`src/rtl/stopwatch_lap.sv`:
```
// stopwatch_lap: N-digit BCD stopwatch with built-in tick prescaler,
// up/down counting, lap freeze, parallel load and terminal-event flags.
//
// Ports:
//   clk, reset      system clock; synchronous active-low reset
//   run             level, enables the prescaler
//   mode            0 = count up, 1 = count down
//   clear           pulse, zeroes prescaler, count, lap state and halted
//   load            pulse, loads load_value (clamped per digit)
//   load_value      BCD preload, digit 0 in bits [3:0]
//   lap             pulse, toggles the lap freeze
//   digits          displayed value (lap register while frozen, else count)
//   count           live BCD count
//   lap_active      display frozen on the captured value
//   tick            combinational count-enable strobe
//   overflow        one-cycle pulse on up-count wrap
//   done            one-cycle pulse when a down-count reaches zero
module stopwatch_lap #(
   parameter int unsigned NUM_DIGITS = 4,
   parameter int unsigned TICK_DIV   = 1000000,
   parameter int unsigned TOP_MOD    = 6
) (
   input  logic                    clk,
   input  logic                    reset,
   input  logic                    run,
   input  logic                    mode,
   input  logic                    clear,
   input  logic                    load,
   input  logic [4*NUM_DIGITS-1:0] load_value,
   input  logic                    lap,
   output logic [4*NUM_DIGITS-1:0] digits,
   output logic [4*NUM_DIGITS-1:0] count,
   output logic                    lap_active,
   output logic                    tick,
   output logic                    overflow,
   output logic                    done
);

   localparam int unsigned PW = $clog2(TICK_DIV);
   localparam int unsigned CW = 4 * NUM_DIGITS;
   localparam logic [PW-1:0] PRESC_LAST = PW'(TICK_DIV - 1);
   localparam logic [3:0] TOP_MAX = 4'(TOP_MOD - 1);

   // Largest legal value of digit i.
   function automatic logic [3:0] digit_max(input int unsigned i);
      return (i == NUM_DIGITS - 1) ? TOP_MAX : 4'd9;
   endfunction

   logic [PW-1:0] presc_q, presc_d;
   logic [CW-1:0] count_q, count_d;
   logic [CW-1:0] lap_q, lap_d;
   logic          lap_active_q, lap_active_d;
   logic          halted_q, halted_d;
   logic          overflow_q, overflow_d;
   logic          done_q, done_d;

   logic          count_zero;
   logic          presc_en;
   logic          tick_c;
   logic [CW-1:0] inc_val;
   logic          inc_carry;
   logic [CW-1:0] dec_val;
   logic [CW-1:0] load_clamp;

   // Prescaler enable; a zero count in down mode freezes it (no underflow).
   assign count_zero = (count_q == '0);
   assign presc_en   = run & ~halted_q & ~(mode & count_zero);
   assign tick_c     = reset & presc_en & (presc_q == PRESC_LAST);

   // Ripple-carry BCD increment across all digits.
   always_comb begin
      logic carry;
      inc_val = count_q;
      carry   = 1'b1;
      for (int unsigned i = 0; i < NUM_DIGITS; i++) begin
         if (carry) begin
            if (count_q[4*i +: 4] >= digit_max(i)) begin
               inc_val[4*i +: 4] = 4'd0;
            end else begin
               inc_val[4*i +: 4] = count_q[4*i +: 4] + 4'd1;
               carry = 1'b0;
            end
         end
      end
      inc_carry = carry;
   end

   // Ripple-borrow BCD decrement; a borrowing digit reloads its maximum.
   always_comb begin
      logic borrow;
      dec_val = count_q;
      borrow  = 1'b1;
      for (int unsigned i = 0; i < NUM_DIGITS; i++) begin
         if (borrow) begin
            if (count_q[4*i +: 4] == 4'd0) begin
               dec_val[4*i +: 4] = digit_max(i);
            end else begin
               dec_val[4*i +: 4] = count_q[4*i +: 4] - 4'd1;
               borrow = 1'b0;
            end
         end
      end
   end

   // Per-digit clamp of the preload value.
   always_comb begin
      load_clamp = '0;
      for (int unsigned i = 0; i < NUM_DIGITS; i++) begin
         if (load_value[4*i +: 4] > digit_max(i)) begin
            load_clamp[4*i +: 4] = digit_max(i);
         end else begin
            load_clamp[4*i +: 4] = load_value[4*i +: 4];
         end
      end
   end

   // Next-state logic: clear > load > tick update; lap handled alongside.
   always_comb begin
      presc_d      = presc_q;
      count_d      = count_q;
      lap_d        = lap_q;
      lap_active_d = lap_active_q;
      halted_d     = halted_q;
      overflow_d   = 1'b0;
      done_d       = 1'b0;

      // Leaving down mode releases the halt.
      if (!mode) begin
         halted_d = 1'b0;
      end

      if (presc_en) begin
         presc_d = tick_c ? '0 : presc_q + PW'(1);
      end

      if (tick_c) begin
         if (!mode) begin
            count_d    = inc_val;
            overflow_d = inc_carry;
         end else begin
            count_d = dec_val;
            if (dec_val == '0) begin
               done_d   = 1'b1;
               halted_d = 1'b1;
            end
         end
      end

      // Lap captures the pre-update count.
      if (lap) begin
         if (!lap_active_q) begin
            lap_d        = count_q;
            lap_active_d = 1'b1;
         end else begin
            lap_active_d = 1'b0;
         end
      end

      if (clear) begin
         presc_d      = '0;
         count_d      = '0;
         lap_d        = '0;
         lap_active_d = 1'b0;
         halted_d     = 1'b0;
         overflow_d   = 1'b0;
         done_d       = 1'b0;
      end else if (load) begin
         presc_d    = '0;
         count_d    = load_clamp;
         halted_d   = 1'b0;
         overflow_d = 1'b0;
         done_d     = 1'b0;
      end
   end

   // State registers with synchronous active-low reset.
   always_ff @(posedge clk) begin
      if (!reset) begin
         presc_q      <= '0;
         count_q      <= '0;
         lap_q        <= '0;
         lap_active_q <= 1'b0;
         halted_q     <= 1'b0;
         overflow_q   <= 1'b0;
         done_q       <= 1'b0;
      end else begin
         presc_q      <= presc_d;
         count_q      <= count_d;
         lap_q        <= lap_d;
         lap_active_q <= lap_active_d;
         halted_q     <= halted_d;
         overflow_q   <= overflow_d;
         done_q       <= done_d;
      end
   end

   assign digits     = lap_active_q ? lap_q : count_q;
   assign count      = count_q;
   assign lap_active = lap_active_q;
   assign tick       = tick_c;
   assign overflow   = overflow_q;
   assign done       = done_q;

endmodule
```
`config.mk`:
```
export PLATFORM = sky130hd
export DESIGN_NAME = stopwatch_lap
export DESIGN_NICKNAME = d
export VERILOG_FILES = /design/src/rtl/stopwatch_lap.sv
export SDC_FILE = /design/constraint.sdc
export NUM_CORES = 1
export LEC_CHECK = 0
export BUFFER_PORTS_ARGS = -buffer_cell sky130_fd_sc_hd__buf_2
export CORE_UTILIZATION = 45
export DETAILED_ROUTE_END_ITERATION = 12
export PLACE_DENSITY = 0.64
export SLEW_MARGIN = 10
export SYNTH_ARGS = -nofsm -noshare
export SYNTH_HDL_FRONTEND = slang
export SYNTH_SLANG_ARGS = --single-unit
```
`constraint.sdc`:
```
create_clock -name clk -period 3.3 [get_ports clk]
set_clock_uncertainty 0.1 [all_clocks]
set_input_delay 0.33 -clock clk [delete_from_list [all_inputs] [get_ports clk]]
set_output_delay 0.33 -clock clk [all_outputs]
set_load 0.01 [all_outputs]
```
# [Yosys cells after proc, flatten, opt, wreduce, memory -nomap -nowiden]
# Cells that the tools add are included.
[op_classes] add_sub_neg=9 order_cmp=8 n_eq_ne=1 muxes=40 bitwise=11 n_reduce_logical=17
[op_table] cell="2-to-1 mux 4 bit" n=18
[op_table] cell="2-to-1 mux 16 bit" n=4
[op_table] cell="zero test 16 bit" n=2
[op_table] cell="adder 20 x 1 -> 20 bit (second input constant)" n=1
[op_table] cell="== test 20 bit (second input constant)" n=1
[op_table] cell="2-to-1 mux 20 bit" n=1
[op_table] cell="2-to-1 mux 1 bit" n=17
[op_table] cell="adder 4 x 1 -> 4 bit (second input constant)" n=4
[op_table] cell="zero test 4 bit" n=4
[op_table] cell="subtractor 4 x 1 -> 4 bit (second input constant)" n=4
[op_table] cell=">= comparator 4 bit (second input constant)" n=3
[op_table] cell="> comparator 4 bit (second input constant)" n=3
[op_table] cell="nonzero test 3 bit" n=3
[op_table] cell="NOT 1 bit" n=6
[op_table] cell="AND reduction 2 bit" n=3
[op_table] cell="OR reduction 6 bit" n=1
[op_table] cell="AND 1 bit" n=5
[op_table] cell="OR reduction 5 bit" n=1
[op_table] cell=">= comparator 4 x 3 -> 1 bit (second input constant)" n=1
[op_table] cell="> comparator 4 x 3 -> 1 bit (second input constant)" n=1
[op_table] cell="OR reduction 3 bit" n=1
[op_table] cell="nonzero test 2 bit" n=1
[op_table] cell="OR reduction 2 bit" n=1
[word_totals] regBits=56 input_bits=23 output_inout_bits=36 wordCells=96

# [Depth between registers and ports, before layout]
[depth] ltp_word=9 ltp_mapped=11 mapped_depth_nobuf=9

# [Worst setup path before layout]
# No wires, ideal clock.
[synth_timing] kind="reg2reg" from="register count_q[8] (netlist: count[8])" to="register count_q[0] (netlist: count[0])" setup_ns=0.115 arrival_ns=2.499 t_required_ns=3.085 slack_ns=0.586 path_stages_with_launch=12 n_path_buf=2 period_less_slack_ns=2.714 path_cell_list="dfxtp_1 > clkbuf_1 > inv_1 > ha_1 > clkbuf_1 > or4bb_1 > nor4_4 > nor2_4 > nand2_4 > inv_4 > mux2_4 > o21a_1"
[synth_via] elab_chain_len=7
[synth_lines] element="from (decl)" line="50" text="logic [CW-1:0] count_q, count_d;"
[synth_lines] element="from (signal assigned)" line="188" text="count_q <= count_d;"
[synth_lines] element="zero test 16 bit" line="66" text="assign count_zero = (count_q == '0);"
[synth_lines] element="AND 1 bit" line="67" text="assign presc_en = run & ~halted_q & ~(mode & count_zero);"
[synth_lines] element="NOT 1 bit" line="67"
[synth_lines] element="AND 1 bit" line="67"
[synth_lines] element="AND 1 bit (2 in series)" line="68" text="assign tick_c = reset & presc_en & (presc_q == PRESC_LAST);"
[synth_lines] element="via tick" line="34" text="output logic tick,"
[synth_lines] element="nonzero test 2 bit (no line)"
# The timed path passes the listed nets, and every way through them passes these cells.
# A chain may end at the register's enable or synchronous reset.

# [Worst setup path in the final report]
[layout_timing] from="register count_q[8] (netlist: count[8])" to="output tick"
[layout_via] elab_chain_len=6
[layout_lines] element="zero test 16 bit" line="66"
[layout_lines] element="AND 1 bit" line="67"
[layout_lines] element="NOT 1 bit" line="67"
[layout_lines] element="AND 1 bit" line="67"
[layout_lines] element="AND 1 bit (2 in series)" line="68"
[layout_lines] element="to (decl)" line="34"
# Every way passes these cells.

==> flow_summary.yaml <==
timing:
  rsz0062_at_grt: "no"
  period_minus_slack_ns: 3.100
  setup_viol: 0
  finalSetupTns_ns: 0
  timing.final.crit_share_pct: 93.95
  whs_ns: 0.1788
  hold_viol: 0
  slew_viol_final: 0
  fmax_mhz: 322.6
  worst_pin_slew_ns: 0.7179
  max_slew_margin_pct: 52.14
synth:
  seq_area_frac_synth_pct: 29.90
  synthArstFlopShare_pct: 0
  synth_top_cell_by_area: "dfxtp_1"
  synth_area_um2: 3750
  yosys_warnings: 0
  postSynthAreaPerCell_um2: 7.668
  synth_mux_area_share_pct: 3.504
  synth_xor_area_share_pct: 5.606
  netlist_instances: 489
  synth_nets: 526
  synthTopCellsByArea: "dfxtp_1, nand2_1, ha_1"
  synth-compound-area-share_pct: 20.75
  synth_top_family_by_area: "simple AND/OR/NAND/NOR gates"
  synth_top_area_share_pct: 29.90
  synth_edf_count: 0
  synth_fa_ha_area_share_pct: 4.671
  ys_seq_elements: 56
  synth_ff_type: "dfxtp_1"
  synthSimpleGateAreaFrac_pct: 29.93
  synth_cell_types: 68
final_layout:
  final_nets: 565
  n_antenna_cell: 0
  area_growth_pct: 11.44
  drive_above_1_share_pct: 17.96
clock_tree:
  cts_resized: 0
  postCtsHoldBufs: 0
  cts_tree: "done"
  cts.sink_count: 56
  htreeDepth: 2
  clock_latency_ns: 0.31
  cts_root_buf: "clkbuf_8"
  cts_made_buffers: 5
  post-cts-setup-buffers: 0
  clk_pin_slew_ns: 0.10
  clockBufferDepth: 2
floorplan:
  die_w_um: 93.29
  dieArea_um2: 8702
  core_area_um2: 7888
  start_util_pct: 47.54
  num_rows: 32
  die_y_um: 93.29
  io_pins: 59
min_path:
  hold_start: "load_value[3]"
  min_path_cells: 3
  hp-class: "input pin to flip-flop"
  whs_endpoint: "count[3]$_SDFFE_PP0P_"
global_routing:
  grt_max_degree: 24
  grt_pass1_wl_mm: 16.84
  grt_overflow: 0
  grt_pass1_vias: 3406
  grt_usage_pct: 24.34
  antenna_found_initial: 0
pwr:
  powerDensity_nw_per_um2: 330.6
  ir_drop_uv: 182.1
  power_leakage_nw: 1.635
placed_design:
  portBuffers: 58
  place.gp.congestion: 0.9156
  dpl.hpwl_mm: 7.388
critical_path:
  cp_slowest_cell: "or4bb_1"
  reg2regPathDepth: 8
  reg2reg_from: "count[8]$_SDFFE_PP0P_"
  rrSetupSlack_ns: 0.41
  crit_buf_inv: 3
  arrival_ns: 2.67
  required_ns: 2.87
  slowest_delay_ns: 0.48
  path_class: "flip-flop to primary output"
  r2r_end: "count[4]$_SDFFE_PP0P_"
  path_cells: "inv_1, ha_1, or4bb_1, nor4_4, nor2_4, nand2_4, inv_4, buf_2"
  critPathTopFamily: "simple AND/OR/NAND/NOR gates"
  crit_path_start_kind: "flip-flop"
  critPathMaxFanout: 14
  worstSetupEndpointType: "primary output"
routing:
  ant_nets: 0
  wl_per_cell_um: 16.00
  dr.pass1.iters: 5
  drt_drc_violations_left: 0
  finalWirelength_mm: 10.10
  via_per_inst: 5.808
  vias: 3665
  drt_iter0_markers: 258
run:
  maxCapViolCount: 0
outcome:
  status: "finished clean"
==> cells by family (layout without fill, tap and decap cells) <==
group / Yosys count / in the layout
adder cells (fa/ha/maj): 14 / 14
AO/OA/AOI/OAI: 118 / 118
multiplexers: 12 / 12
buffers and inverters: 53 / 93
AND/OR/NAND/NOR: 212 / 212
flip-flops: 56 / 56
XOR/XNOR: 24 / 24
==> worst min-delay path, cell delays in order <==
cell and delay (ns):
buf_2 0.10, nand3_1 0.07, o21ai_0 0.07
==> layout by cell type (no fill, tap or decap), types with 4 or more instances in the layout <==
master    synthesis  final
xor2_1           12     12
nor3b_1           4      4
a32oi_1           4      4
buf_4             0      7
buf_2             2     58
o211ai_1          4      4
nor2b_1           4      4
mux2_2            5      5
a211oi_1          6      6
nor4_1            8      8
a31oi_1           4      4
mux2i_1           6      6
xnor2_1          12     12
o21ai_0          29     29
a21oi_1          34     34
inv_1            19     19
nand2b_1         11     11
and3_1            9      9
dfxtp_1          56     56
clkbuf_8          0      6
nand4_1           9      9
ha_1             14     14
nand4b_1          5      5
nor2_1           44     44
nor3_1           10     10
o31ai_1           8      8
nand3_1          21     21
nand2_1          63     63
==> sequential cells by signal, indices dropped and copies added, names as in the netlist <==
signal and cells:
presc_q 20, count 16, lap_q 16, done 1, halted_q 1, lap_active 1
overflow 1
==> synthesized netlist by cell type, drive strengths merged, types with 4 or more instances <==
cell type	n
nand2	65
dfxtp	56
nor2	45
a21oi	35
o21ai	30
clkbuf	28
nand3	21
inv	20
ha	14
xnor2	12
xor2	12
nand2b	11
nor3	10
nor4	10
and3	9
nand4	9
o31ai	8
a211oi	7
a31oi	6
mux2	6
mux2i	6
buf	5
nand4b	5
a32oi	4
nor2b	4
nor3b	4
o211ai	4
==> worst max-delay path by stage <==
stage	slack [ns]	end	cells after the start	start
after detailed placement	0.48	count[4]$_SDFFE_PP0P_	8	count[8]$_SDFFE_PP0P_
after floorplan	0.59	count[0]$_SDFFE_PP0P_	11	count[8]$_SDFFE_PP0P_
after global routing	0.05	tick	8	count[0]$_SDFFE_PP0P_
final	0.20	tick	8	count[8]$_SDFFE_PP0P_
after CTS	0.23	tick	8	count[0]$_SDFFE_PP0P_
after global placement	0.58	count[0]$_SDFFE_PP0P_	9	count[8]$_SDFFE_PP0P_
==> area by class of cell <==
cell class | count | area [µm²]
clock buffers | 6 | 82.58
flip-flops and latches | 56 | 1121
fillers | 760 | 3709
repair buffers | 65 | 342.8
inverters | 20 | 77.57
multi-input cells | 380 | 2417
well taps | 102 | 127.6
clock inverters | 2 | 10.01
==> metrics by stage <==
stage / instance area, µm² / setup slack, ns / power, mW / util (%) / std cells
3_5_place_dp: 4086 / 0.4819 / 0.9977 / 51.81 / 623
6_report: 4179 / 0.1997 / 1.382 / 52.98 / 631
4_1_cts: 4179 / 0.2309 / 1.395 / 52.98 / 631
5_1_grt: 4179 / 0.04696 / 1.452 / 52.98 / 631
3_3_place_gp: 4086 / 0.5750 / 0.9964 / 51.81 / 623
2_1_floorplan: 3750 / 0.5859 / 0.9163 / - / 489
==> routing by layer <==
metal | wire (µm) | global-route usage (%) | vias to the layer above
li1 | - | - | 1829
met1 | 4870 | 34.27 | 1701
met2 | 4551 | 38.48 | 122
met3 | 573 | 3.415 | 13
met4 | 101 | 7.179 | 0
met5 | 0 | 0 | -
==> power breakdown <==
part | internal, mW | switching, mW
clock network | 0.168 | 0.227
registers | 0.685 | 0.0236
logic | 0.106 | 0.171
(Power assumes the default switching activity.)
